**config.mk**
```make
export PLATFORM = sky130hd
export DESIGN_NAME = axil_reg_slave
export DESIGN_NICKNAME = d
export VERILOG_FILES = /design/src/rtl/axil_reg_slave.sv
export SDC_FILE = /design/constraint.sdc
export NUM_CORES = 1
export LEC_CHECK = 0
export CAP_MARGIN = 10
export CORE_MARGIN = 1
export CORE_UTILIZATION = 45
export DETAILED_ROUTE_END_ITERATION = 8
export PLACE_DENSITY_LB_ADDON = 0.25
export RECOVER_POWER = 100
export SLEW_MARGIN = 20
export SYNTH_ARGS = -nofsm -noshare
export SYNTH_HDL_FRONTEND = slang
export SYNTH_SLANG_ARGS = --single-unit
```
**constraint.sdc**
```tcl
create_clock -name clk -period 3 [get_ports clk]
set_input_delay 0.9 -clock clk [delete_from_list [all_inputs] [get_ports clk]]
set_output_delay 0.9 -clock clk [all_outputs]
set_load 0.01 [all_outputs]
```
**src/rtl/axil_reg_slave.sv**
```systemverilog
// axil_reg_slave
//   AXI-Lite responder in front of the accelerator register map. Each AXI-Lite
//   write becomes a single-cycle register-bus write strobe. Each AXI-Lite read
//   becomes a single-cycle read request, and the register file answers it with
//   reg_rd_valid after a variable latency. Addresses at or above C_REG_SPACE
//   produce no register-bus activity and return SLVERR.
//
// Optional feature (macro AXIL_RD_TIMEOUT_EN):
//   If reg_rd_valid does not arrive within C_RD_TIMEOUT cycles of waiting, the
//   read completes with RDATA = 32'hDEAD_BEEF and RRESP = SLVERR. A reg_rd_valid
//   that arrives after that is ignored. Without the macro the read waits forever.
//
// Ports:
//   clk, rst_n            clock and asynchronous active-low reset
//   S_AXI_AW*/W*/B*       AXI-Lite write address, write data and write response
//   S_AXI_AR*/R*          AXI-Lite read address and read data
//   reg_wr_*              write strobe with word address, data and byte enables
//   reg_rd_en/addr        read request with word address
//   reg_rd_data/valid     read return from the register file

module axil_reg_slave #(
    parameter int unsigned C_S_AXI_ADDR_WDT = 16,
    parameter int unsigned C_S_AXI_DATA_WDT = 32,
    parameter int unsigned C_S_AXI_STRB_WDT = C_S_AXI_DATA_WDT / 8,
    parameter int unsigned C_REG_SPACE      = 32'h0000_0400,
    parameter int unsigned C_RD_TIMEOUT     = 64
) (
    input  logic                          clk,
    input  logic                          rst_n,
    // AXI-Lite write channels
    input  logic [C_S_AXI_ADDR_WDT-1:0]   S_AXI_AWADDR,
    input  logic [2:0]                    S_AXI_AWPROT,
    input  logic                          S_AXI_AWVALID,
    output logic                          S_AXI_AWREADY,
    input  logic [C_S_AXI_DATA_WDT-1:0]   S_AXI_WDATA,
    input  logic [C_S_AXI_STRB_WDT-1:0]   S_AXI_WSTRB,
    input  logic                          S_AXI_WVALID,
    output logic                          S_AXI_WREADY,
    output logic [1:0]                    S_AXI_BRESP,
    output logic                          S_AXI_BVALID,
    input  logic                          S_AXI_BREADY,
    // AXI-Lite read channels
    input  logic [C_S_AXI_ADDR_WDT-1:0]   S_AXI_ARADDR,
    input  logic [2:0]                    S_AXI_ARPROT,
    input  logic                          S_AXI_ARVALID,
    output logic                          S_AXI_ARREADY,
    output logic [C_S_AXI_DATA_WDT-1:0]   S_AXI_RDATA,
    output logic [1:0]                    S_AXI_RRESP,
    output logic                          S_AXI_RVALID,
    input  logic                          S_AXI_RREADY,
    // Register bus
    output logic                          reg_wr_en,
    output logic [C_S_AXI_ADDR_WDT-3:0]   reg_wr_addr,
    output logic [C_S_AXI_DATA_WDT-1:0]   reg_wr_data,
    output logic [C_S_AXI_STRB_WDT-1:0]   reg_wr_strb,
    output logic                          reg_rd_en,
    output logic [C_S_AXI_ADDR_WDT-3:0]   reg_rd_addr,
    input  logic [C_S_AXI_DATA_WDT-1:0]   reg_rd_data,
    input  logic                          reg_rd_valid
);

    localparam int unsigned AddrW = C_S_AXI_ADDR_WDT;
    localparam int unsigned DataW = C_S_AXI_DATA_WDT;
    localparam int unsigned StrbW = C_S_AXI_STRB_WDT;
    localparam logic [AddrW-1:0] RegSpace = AddrW'(C_REG_SPACE);
    localparam logic [1:0] RespOkay   = 2'b00;
    localparam logic [1:0] RespSlvErr = 2'b10;

    // ------------------------------------------------------------------
    // Write path
    // ------------------------------------------------------------------
    typedef enum logic [1:0] {WIdle, WExec, WResp} w_state_e;

    w_state_e               w_state_q, w_state_d;
    logic                   aw_held_q, aw_held_d;
    logic                   w_held_q, w_held_d;
    logic [AddrW-1:0]       awaddr_q, awaddr_d;
    logic [DataW-1:0]       wdata_q, wdata_d;
    logic [StrbW-1:0]       wstrb_q, wstrb_d;
    logic                   aw_hs, w_hs, wr_in_range;

    // Each ready drops after its own handshake and only returns in WIdle,
    // i.e. after the B handshake, since the held flags are cleared on exit.
    assign S_AXI_AWREADY = (w_state_q == WIdle) && !aw_held_q;
    assign S_AXI_WREADY  = (w_state_q == WIdle) && !w_held_q;
    assign aw_hs         = S_AXI_AWVALID && S_AXI_AWREADY;
    assign w_hs          = S_AXI_WVALID && S_AXI_WREADY;
    assign wr_in_range   = awaddr_q < RegSpace;

    always_comb begin
        w_state_d = w_state_q;
        aw_held_d = aw_held_q;
        w_held_d  = w_held_q;
        awaddr_d  = awaddr_q;
        wdata_d   = wdata_q;
        wstrb_d   = wstrb_q;
        unique case (w_state_q)
            WIdle: begin
                if (aw_hs) begin
                    aw_held_d = 1'b1;
                    awaddr_d  = S_AXI_AWADDR;
                end
                if (w_hs) begin
                    w_held_d = 1'b1;
                    wdata_d  = S_AXI_WDATA;
                    wstrb_d  = S_AXI_WSTRB;
                end
                if ((aw_held_q || aw_hs) && (w_held_q || w_hs)) begin
                    w_state_d = WExec;
                    aw_held_d = 1'b0;
                    w_held_d  = 1'b0;
                end
            end
            WExec: w_state_d = WResp;
            WResp: begin
                if (S_AXI_BREADY) begin
                    w_state_d = WIdle;
                end
            end
            default: w_state_d = WIdle;
        endcase
    end

    assign reg_wr_en    = (w_state_q == WExec) && wr_in_range;
    assign reg_wr_addr  = awaddr_q[AddrW-1:2];
    assign reg_wr_data  = wdata_q;
    assign reg_wr_strb  = wstrb_q;
    assign S_AXI_BVALID = (w_state_q == WResp);
    assign S_AXI_BRESP  = (S_AXI_BVALID && !wr_in_range) ? RespSlvErr : RespOkay;

    always_ff @(posedge clk or negedge rst_n) begin
        if (!rst_n) begin
            w_state_q <= WIdle;
            aw_held_q <= 1'b0;
            w_held_q  <= 1'b0;
            awaddr_q  <= '0;
            wdata_q   <= '0;
            wstrb_q   <= '0;
        end else begin
            w_state_q <= w_state_d;
            aw_held_q <= aw_held_d;
            w_held_q  <= w_held_d;
            awaddr_q  <= awaddr_d;
            wdata_q   <= wdata_d;
            wstrb_q   <= wstrb_d;
        end
    end

    // ------------------------------------------------------------------
    // Read path
    // ------------------------------------------------------------------
    typedef enum logic [1:0] {RIdle, RReq, RWait, RResp} r_state_e;

    r_state_e               r_state_q, r_state_d;
    logic [AddrW-1:0]       araddr_q, araddr_d;
    logic [DataW-1:0]       rdata_q, rdata_d;
    logic [1:0]             rresp_q, rresp_d;
    logic                   rd_in_range;

`ifdef AXIL_RD_TIMEOUT_EN
    localparam int unsigned CntW = (C_RD_TIMEOUT > 1) ? $clog2(C_RD_TIMEOUT) : 1;
    localparam logic [CntW-1:0] CntLast = CntW'(C_RD_TIMEOUT - 1);
    logic [CntW-1:0]        cnt_q, cnt_d;
`endif

    assign S_AXI_ARREADY = (r_state_q == RIdle);
    assign rd_in_range   = araddr_q < RegSpace;

    always_comb begin
        r_state_d = r_state_q;
        araddr_d  = araddr_q;
        rdata_d   = rdata_q;
        rresp_d   = rresp_q;
`ifdef AXIL_RD_TIMEOUT_EN
        cnt_d     = cnt_q;
`endif
        unique case (r_state_q)
            RIdle: begin
                if (S_AXI_ARVALID) begin
                    araddr_d  = S_AXI_ARADDR;
                    r_state_d = RReq;
                end
            end
            RReq: begin
                if (rd_in_range) begin
                    r_state_d = RWait;
`ifdef AXIL_RD_TIMEOUT_EN
                    cnt_d     = '0;
`endif
                end else begin
                    rdata_d   = '0;
                    rresp_d   = RespSlvErr;
                    r_state_d = RResp;
                end
            end
            RWait: begin
                if (reg_rd_valid) begin
                    rdata_d   = reg_rd_data;
                    rresp_d   = RespOkay;
                    r_state_d = RResp;
                end
`ifdef AXIL_RD_TIMEOUT_EN
                else if (cnt_q == CntLast) begin
                    rdata_d   = DataW'(32'hDEAD_BEEF);
                    rresp_d   = RespSlvErr;
                    r_state_d = RResp;
                end else begin
                    cnt_d = cnt_q + CntW'(1);
                end
`endif
            end
            RResp: begin
                if (S_AXI_RREADY) begin
                    r_state_d = RIdle;
                end
            end
            default: r_state_d = RIdle;
        endcase
    end

    assign reg_rd_en    = (r_state_q == RReq) && rd_in_range;
    assign reg_rd_addr  = araddr_q[AddrW-1:2];
    assign S_AXI_RVALID = (r_state_q == RResp);
    assign S_AXI_RDATA  = rdata_q;
    assign S_AXI_RRESP  = rresp_q;

    always_ff @(posedge clk or negedge rst_n) begin
        if (!rst_n) begin
            r_state_q <= RIdle;
            araddr_q  <= '0;
            rdata_q   <= '0;
            rresp_q   <= RespOkay;
`ifdef AXIL_RD_TIMEOUT_EN
            cnt_q     <= '0;
`endif
        end else begin
            r_state_q <= r_state_d;
            araddr_q  <= araddr_d;
            rdata_q   <= rdata_d;
            rresp_q   <= rresp_d;
`ifdef AXIL_RD_TIMEOUT_EN
            cnt_q     <= cnt_d;
`endif
        end
    end

    // Protection bits carry no meaning for this register map.
    logic unused_ok;
    assign unused_ok = ^{S_AXI_AWPROT, S_AXI_ARPROT, 32'(C_RD_TIMEOUT)};

endmodule

```
# --- Word level (Yosys, flattened, before mapping) ---
# Cells that the tools add are included.
word_totals:
  register_bits: 108
  input_bits: 114
  word_cells: 68
classes:
  magnitude_cmp: 2
  n_eq_ne: 11
  muxes: 19
  reduce_logical: 26
op_table:
  columns: ["op", "n"]
  rows:
  - ["$mux W32", 2]
  - ["$pmux W32 S2", 1]
  - ["$lt A16 B11 Y1 const B", 2]
  - ["$mux W2", 8]
  - ["$reduce_and A2 Y1", 6]
  - ["$logic_and A1 B1 Y1", 8]
  - ["$pmux W2 S4", 1]
  - ["$eq A2 B2 Y1 const B", 3]
  - ["$ne A2 B1 Y1 const B", 3]
  - ["$ne A2 B2 Y1 const B", 3]
  - ["$pmux W2 S3", 1]
  - ["$reduce_and A3 Y1", 2]
  - ["$reduce_bool A2 Y1", 3]
  - ["$mux W1", 5]
  - ["$eq A2 B1 Y1 const B", 2]
  - ["$logic_not A2 Y1", 2]
  - ["$pmux W2 S2", 1]
  - ["$logic_not A1 Y1", 3]
  - ["$logic_or A1 B1 Y1", 2]

# --- Longest topological paths before layout ---
# Gate-level depths: netlist of run 1.
logic_depth:
  word_depth: 7
  depth_mapped: 7

# --- Least setup slack after synthesis of run 1 ---
# No wires, ideal clock.
synth_path:
  path_kind: "reg2out"
  from: "reg r_state_q[1]"
  to: "out reg_rd_en"
  arrival_ps: 1396
  required_ps: 2100
  slack_ps: 704
  stages_incl_launch_ff: 5
  path_buffers: 0
  path_cell_list: "dfrtp_1 inv_1 ha_1 or3b_2 nor2_1"
synth_between:
  elab_chain_len: 2
synth_rtl:
  columns: ["element", "line", "text"]
  rows:
  - ["start, declared", "154", "r_state_e r_state_q, r_state_d;"]
  - ["start signal, assigned", "229", "r_state_q <= RIdle;"]
  - ["start signal, assigned", "237", "r_state_q <= r_state_d;"]
  - ["$eq A2 B1 Y1", "221", "assign reg_rd_en = (r_state_q == RReq) && rd_in_range;"]
  - ["$logic_and A1 B1 Y1", "221", null]
  - ["end, declared", "56", "output logic reg_rd_en,"]
# No other way between the ends.

# --- Worst setup path in the final report of run 1 ---
# Same ends and word-level chain as after synthesis.

==> results.md, run 1 <==
* Number of iterations in the first detailed-routing pass at 4
* Routed wire length on met2 at 6811 um
* Final clock period utilization by the worst path at ~95%
* Clock tree root buffer cell: clkbuf_8
* Most instantiated cells after synthesis: 103 x dfrtp_1, 64 x mux2_2, 60 x nand3_1, 29 x o21ai_0, 28 x o2111ai_1
* Top fanout value on the critical path at 5
* Slowest stage delay, CP at 0.47 ns
* Unique cell type count in the Yosys netlist at 35
* Width of the die at 104.2 um
* Pre-CTS WS at ~0.19 ns
* Number of nets in the layout at 712
* Met1 layer wirelength in the final routing at about 5100 um
* Drt wl/cell at 17.93 um
* I/O pin count at roughly 220
* Worst-margin pin slew at around 2 ns
* Final design area excluding fillers at between 7000 and 8000 um2
* Unrepaired setup endpoints after global routing: no
* Initial antenna violation count at 0
* Global-route wire length before repair at approximately 22,000 um
* Area contributors post-synth: dfrtp_1 55%, mux2_2 15%, nand3_1 6.4%
* Most numerous cell in the Yosys netlist: dfrtp_1
* Primary flip-flop cell chosen by synthesis mapping: dfrtp_1
* Tmin final at 2.838 ns
* Initial Utilization at roughly 47%
* Vertical die dimension at 104.2 um
* Synthesized netlist cell count at a little under 400
* Number of fill cells in the layout at between 700 and 800
* Setup slack of the critical path after layout at about 0.16 ns
* Die area at ~11,000 um2
* Standby leakage power at around 0.0031 uW
* R2R cell count at 6
* Total of flip-flops plus latches after synthesis at a little over 100
* Final hold vios at 0
* Total congestion overflow at 0
* Final ANT Viol Nets at 0
* Setup Skew at about 0.014 ns
* Critical path's slowest cell: or3b_2
* Area grow syn2layout at 50.15%
* Via density at 5.606
* Global router's overall resource usage at around a quarter
* Sequence of cells on the critical path: inv_1, ha_1, or3b_2, nor2_2, dlygate4sd2_1
* Placed wire-length estimate at approximately 9400 um
* Maximum buffer depth of the clock tree at 2
* Total area of sequential cells at 2577 um2
* Final setup fails at 0
* Number of CTS-inserted buffers at 9
* GP Congestion at between 0.7 and 0.8
* Placed cell areas at 6920 um2
* Setup total negative slack at 0 ns
* Detailed-route DRC error count at 0
* Clock tree from TritonCTS: built
* Synth Warn # at 0
* Share of the synthesized area in the top cell type at between 50% and 60%
* Data arrival at the endpoint of the critical path at 1.94 ns
* Startpoint type of the worst setup path: flip-flop
* Startpoint-to-endpoint class of the critical path: flip-flop to output port
* Outcome: complete, but fails checks
* Syn Area/Cell at ~12 um2
* PortBufs at about 210
* Register clock-pin slew on the reported worst setup and hold paths at 0.10 ns
* Cell type with the highest aggregate area in the netlist: dfrtp_1
* Violations in the final reports: max-capacitance violations, max-slew violations
* Number of slew-limit violations in the final report at 37
* Cell count of the worst hold path at 1
* P per Cell Area at roughly 950 nW/um2
* Combined area of the multi-input logic cells at 1914 um2
* Number of rows in the core area at 36
* Fraction of final layout cells with drive strength greater than 1 at between 15 and 20%
* CP Buf/Inv Count at 2
* Post CTS Setup Buffer Count at 0
* Part of the Yosys area used for sequential elements at a little over half
* H-tree Lvls at 3
* Clock sink count at between 100 and 150
* Maximum number of pins on one net before global-route repair at 69
* Antenna diode count at 0
* Drt total wl at around 13,000 um
* Uppermost routed layer: met4
* Number of cells on the critical path at 5
* Count of max-cap constraint violations at 1
* Sum of met3 wire segment lengths after detailed routing at ~900 um
* Synthesized cell area at around 4700 um2
* Post-layout util at a little under three quarters
* Critical path capture point type: output port
* Source-to-sink clock delay at the later pin of the worst-skew pair at 0.35 ns
* Number of flops mapped to enable cells by yosys at 0
* Critical path data required time at 2.10 ns
* Peak ir drop on the vdd network at ~0.54 mV
* Initial DRC Count at 160
* Via count of the first global-routing pass at 4,235
* Hold crit path type: flip-flop to flip-flop
* Relative max-transition margin at -36.66%
* Fraction of registers with async set/reset at between 90% and 100%
* Top cell family by delay on the critical path: simple AND/OR/NAND/NOR gates
* F_max at around 350 MHz
* Routed vias at between 4k and 5k
* Placeable Area at 9955 um2
==> layer usage <==
layer  vias to the layer above  track usage, %
li1                       1859               -
met1                      2034           30.55
met2                       180           42.76
met3                        25           6.203
met4                         0           9.694
met5                         -               0
==> worst paths after layout <==
kind | to | slack (ns) | from
min | reg_wr_data[5]$_DFFE_PN0P_ | 0.50 | reg_wr_data[5]$_DFFE_PN0P_
min in group asynchronous | S_AXI_RDATA[12]$_DFFE_PN0P_ | 1.11 | rst_n
max | reg_rd_en | 0.16 | r_state_q[1]$_DFFE_PN0P_
max reg2reg | S_AXI_RDATA[28]$_DFFE_PN0P_ | 0.62 | r_state_q[0]$_DFFE_PN0P_
min reg2reg | reg_wr_data[5]$_DFFE_PN0P_ | 0.50 | reg_wr_data[5]$_DFFE_PN0P_
max in group asynchronous | r_state_q[0]$_DFFE_PN0P_ | 0.41 | rst_n
==> layout make-up <==
type                    instances  share of cell area, %
flip-flops and latches        103                  36.50
repair buffers                224                  30.90
well taps                     133                  2.356
clock buffers                  11                  2.002
clock inverters                 5                 0.9213
multi-input cells             251                  27.11
inverters                       4                 0.2126
==> state kept, by name (all words and copies together) (netlist names) <==
register / count
S_AXI_RRESP: 1
aw_held_q: 1
w_state_q: 2
araddr_q: 14
reg_wr_data: 32
awaddr_q: 14
S_AXI_RDATA: 32
w_held_q: 1
reg_wr_strb: 4
r_state_q: 2
==> through the flow <==
stage / std cells / power (uW) / hold WS (ns)
6_report: 731 / 6709 / 0.4984
3_5_place_dp: 715 / 6165 / 0.4784
4_1_cts: 731 / 7083 / 0.4926
5_1_grt: 731 / 7135 / 0.5286
3_3_place_gp: 715 / 6011 / 0.4726
2_1_floorplan: 394 / 4230 / 0.5039
==> timing repair <==
action                     4_1_cts  5_1_grt
setup endpoints to repair        2        1
pin swaps                        0        0
gates resized for setup          3        1
hold buffers                     0        0
==> power by group <==
group	internal, uW	switching, uW
Sequential	2040	427
Combinational	1760	1580
Clock	419	487
==> kinds of logic (layout without fill, tap and decap cells) <==
kind of cell | Yosys count | in the layout | share of synthesized area, %
AOI/OAI and AO/OA | 76 | 76 | 11.23
and+or+nand+nor | 103 | 103 | 12.42
other | 1 | 2 | 0.07973
muxes | 65 | 65 | 15.56
DFF | 103 | 103 | 54.80
buffers and inverters | 40 | 244 | 4.575
adders and majority gates | 5 | 5 | 1.330
==> worst register-to-register path, delay by kind of cell, from the launching register on <==
| kind | cells | cell delay [ns] |
|---|---|---|
| buf+inv | 2 | 0.51 |
| compound gates | 1 | 0.13 |
| flops | 1 | 0.43 |
| fa+ha+maj | 1 | 0.22 |
| simple gates | 2 | 1.04 |
==> cells in the final DEF (no fill, tap or decap), types with 2 or more instances in the layout <==
cell type / n
dlygate4sd3_1: 106
dfrtp_1: 103
clkdlybuf4s50_1: 98
mux2_2: 63
nand3_1: 60
o21ai_0: 29
o2111ai_1: 28
nor2_1: 12
buf_4: 12
clkbuf_8: 10
a211o_1: 8
a21oi_1: 7
nor3b_1: 6
ha_1: 5
inv_1: 4
nor2b_1: 4
and4b_1: 4
clkbuf_1: 4
nand2b_1: 3
nor4_1: 3
mux2_1: 2
nor3_1: 2
nand2_1: 2
conb_1: 2
clkinvlp_4: 2
dlygate4sd2_1: 2
clkbuf_2: 2
Note: power is estimated with default switching activity, not from simulation.
==> run 2: changes to the inputs <==
--- a/constraint.sdc
+++ b/constraint.sdc
@@ -3,2 +3,2 @@
 set_output_delay 0.9 -clock clk [all_outputs]
-set_load 0.01 [all_outputs]
+set_load 0.02 [all_outputs]
==> run 2 against run 1 <==
Against the previous run:
- first-iteration DRC count rose by 5.6%
- largest cell class unchanged
- fmax rose by 0.50%
- largest power group unchanged
- critical path depth did not move
- the flow still finishes with violations (max-capacitance violations, max-slew violations)
- flip-flop and latch count did not move
- clock power fell by 13%
- global-route usage fell by 0.91 points
- clock-buffer cell count fell by 2
==> results.md, run 2 (synthesis results as in run 1) <==
* Outcome: complete, but fails checks
* Violations in the final reports: max-capacitance violations, max-slew violations
* Placed cell areas at 6920 um2 (unchanged)
* Sequence of cells on the critical path: inv_1, ha_1, or3b_2, nor2_1, clkbuf_2
* Clock tree from TritonCTS: built
* Critical path capture point type: output port
* PortBufs at 208 (unchanged)
* Cell Int Power at 4115 uW (-2.4%)
* Startpoint type of the worst setup path: flip-flop
* Source-to-sink clock delay at the later pin of the worst-skew pair at 0.36 ns (about the same)
* Count of max-cap constraint violations at 1 (unchanged)
* Logic pwr share at 54.3% (+4.6 points)
* Vertical die dimension at 104.2 um (unchanged)
* Global-route wire length before repair at 20,930 um (-3.2%)
* Clock tree root buffer cell: clkbuf_8
* Top fanout value on the critical path at 5 (unchanged)
* Maximum number of pins on one net before global-route repair at 69 (unchanged)
* Die area at 10,860 um2 (unchanged)
* Final ANT Viol Nets at 0 (unchanged)
* F_max at 354.2 MHz (+0.50%)
* Number of iterations in the first detailed-routing pass at 4 (unchanged)
* # hold bufs at CTS at 0 (unchanged)
* Final setup fails at 0 (unchanged)
* Initial antenna violation count at 0 (unchanged)
* Register clock-pin slew on the reported worst setup and hold paths at 0.09 ns (about the same)
* Unrepaired setup endpoints after global routing: no
* Setup Skew at 0.01326 ns (-0.0004925 ns)
* Flop-to-flop setup slack at 0.61 ns (about the same)
* Switching fraction of total power at 42.08% (+5.0 points)
* Switching Power at 2990 uW (+20%)
* Peak ir drop on the vdd network at 0.5795 mV (+7.5%)
* Global router's overall resource usage at 24.16% (-0.91 points)
* Tmin final at 2.823 ns (-0.01422 ns)
* Setup slack of the critical path after layout at 0.1767 ns (+0.01422 ns)
* Placeable Area at 9955 um2 (unchanged)
* Placed wire-length estimate at 9300 um (-1.5%)
* Total congestion overflow at 0 (unchanged)
* Final design area excluding fillers at 7034 um2 (-0.39%)
* Relative max-transition margin at -37.49% (-0.83 points)
* Drt total wl at 12,950 um (-1.2%)
* H-tree Lvls at 3 (unchanged)
* Detailed-route DRC error count at 0 (unchanged)
* CP Buf/Inv Count at 2 (unchanged)
* Relative contribution of the clock network to total power at 11.1% (-2.4 points)
* Leading cell type in the layout, fill and taps excluded: dlygate4sd3_1
* Most used cells in the layout excluding fill and tap cells: 107 x dlygate4sd3_1, 103 x dfrtp_1, 97 x clkdlybuf4s50_1, 64 x mux2_2, 60 x nand3_1
* Number of rows in the core area at 36 (unchanged)
* Setup total negative slack at 0 ns (unchanged)
* I/O pin count at 221 (unchanged)
* Data arrival at the endpoint of the critical path at 1.92 ns (-0.02 ns)
* Routed vias at 4,055 (-1.0%)
* Initial DRC Count at 169 (+5.6%)
* Drt wl/cell at 17.73 um (-1.1%)
* Hold WS at 0.5055 ns (+0.007096 ns)
* Hold crit path type: flip-flop to flip-flop
* Standby leakage power at 0.003070 uW (-0.53%)
* Critical path data required time at 2.10 ns (about the same)
* Number of slew-limit violations in the final report at 36 (-2.7%)
* Startpoint-to-endpoint class of the critical path: flip-flop to output port
* Via density at 5.555 (-0.91%)
* Fraction of final layout cells with drive strength greater than 1 at 16.58% (+0.19 points)
* Pre-CTS WS at 0.09778 ns (-0.09682 ns)
* Final clock period utilization by the worst path at 94.11% (-0.47 points)
* Critical path's slowest cell: or3b_2
* GP Congestion at 0.7946 (+0.86%)
* Reg power frac at 34.6% (-2.2 points)
* Initial Utilization at 47.25% (unchanged)
* Via count of the first global-routing pass at 4,162 (-1.7%)
* Antenna diode count at 0 (unchanged)
* Top cell family by delay on the critical path: simple AND/OR/NAND/NOR gates
* Final hold vios at 0 (unchanged)
* P per Cell Area at 1010 nW/um2 (+6.3%)
* Slowest stage delay, CP at 0.46 ns (about the same)
* Worst-margin pin slew at 2.062 ns (+0.01245 ns)
* Area grow syn2layout at 49.56%
* Number of nets in the layout at 712 (unchanged)
* Number of fill cells in the layout at 759 (+5.3%)
* Clock sink count at 103 (unchanged)
* Maximum buffer depth of the clock tree at 2 (unchanged)
* Number of CTS-inserted buffers at 9 (unchanged)
* Width of the die at 104.2 um (unchanged)
run 2: cell types whose count changed in the layout (fill, tap and decap cells not counted), sizes merged:
cell,previous run,this run
bufinv,1,0
clkinvlp,2,4
inv,6,5
clkdlybuf4s50,98,97
dlygate4sd3,106,107
clkbuf,16,14
clkinv,0,1
run 2: stage by stage:
stage / power, uW / cells / util, %
6_report: 7105 / 730 / 70.66
2_1_floorplan: 4730 / 394 / -
5_1_grt: 7531 / 730 / 70.66
3_5_place_dp: 6667 / 715 / 69.52
3_3_place_gp: 6519 / 715 / 69.52
4_1_cts: 7470 / 730 / 71.22
run 2: cell type report:
cell class                 count  area, um2  area share [%]
multi-input combinational    251       1912           27.18
clock buffer                   9      123.9           1.761
inverter                       4      15.01          0.2134
sequential                   103       2577           36.64
clock inverter                 6      47.55          0.6759
timing repair buffer         224       2192           31.16
tap                          133      166.4           2.366
run 2: final timing paths:
path                       depth (start not counted)                           to                         from
min in group asynchronous                          1  S_AXI_RDATA[12]$_DFFE_PN0P_                        rst_n
setup / recovery                                   5                    reg_rd_en     r_state_q[1]$_DFFE_PN0P_
max in group asynchronous                          1  S_AXI_RDATA[26]$_DFFE_PN0P_                        rst_n
hold / removal                                     1  reg_wr_data[13]$_DFFE_PN0P_  reg_wr_data[13]$_DFFE_PN0P_
hold reg to reg                                    1  reg_wr_data[13]$_DFFE_PN0P_  reg_wr_data[13]$_DFFE_PN0P_
setup reg to reg                                   6  S_AXI_RDATA[25]$_DFFE_PN0P_     r_state_q[0]$_DFFE_PN0P_
run 2: layer usage:
layer  global-route usage, %  up-vias  part of all wire (%)
met5                       0        -                     0
met4                   7.959        0                   1.6
met3                   5.326       18                   7.0
met2                   42.86      167                    52
met1                   29.00     2007                    39
li1                        -     1863                     -
run 2: power groups by stage:
stage	Combinational, uW	Clock [uW]	Sequential (uW)
floorplan	1530	0	3200
global placement	4050	0	2460
detailed placement	4150	0	2520
CTS	4160	814	2500
global route	4110	866	2560
finish	3850	791	2460
run 2: repair_timing:
item	4_1_cts	5_1_grt
setup endpoints to repair	3	1
hold endpoints to repair	0	0
gates resized for setup	4	1
setup buffers	0	0
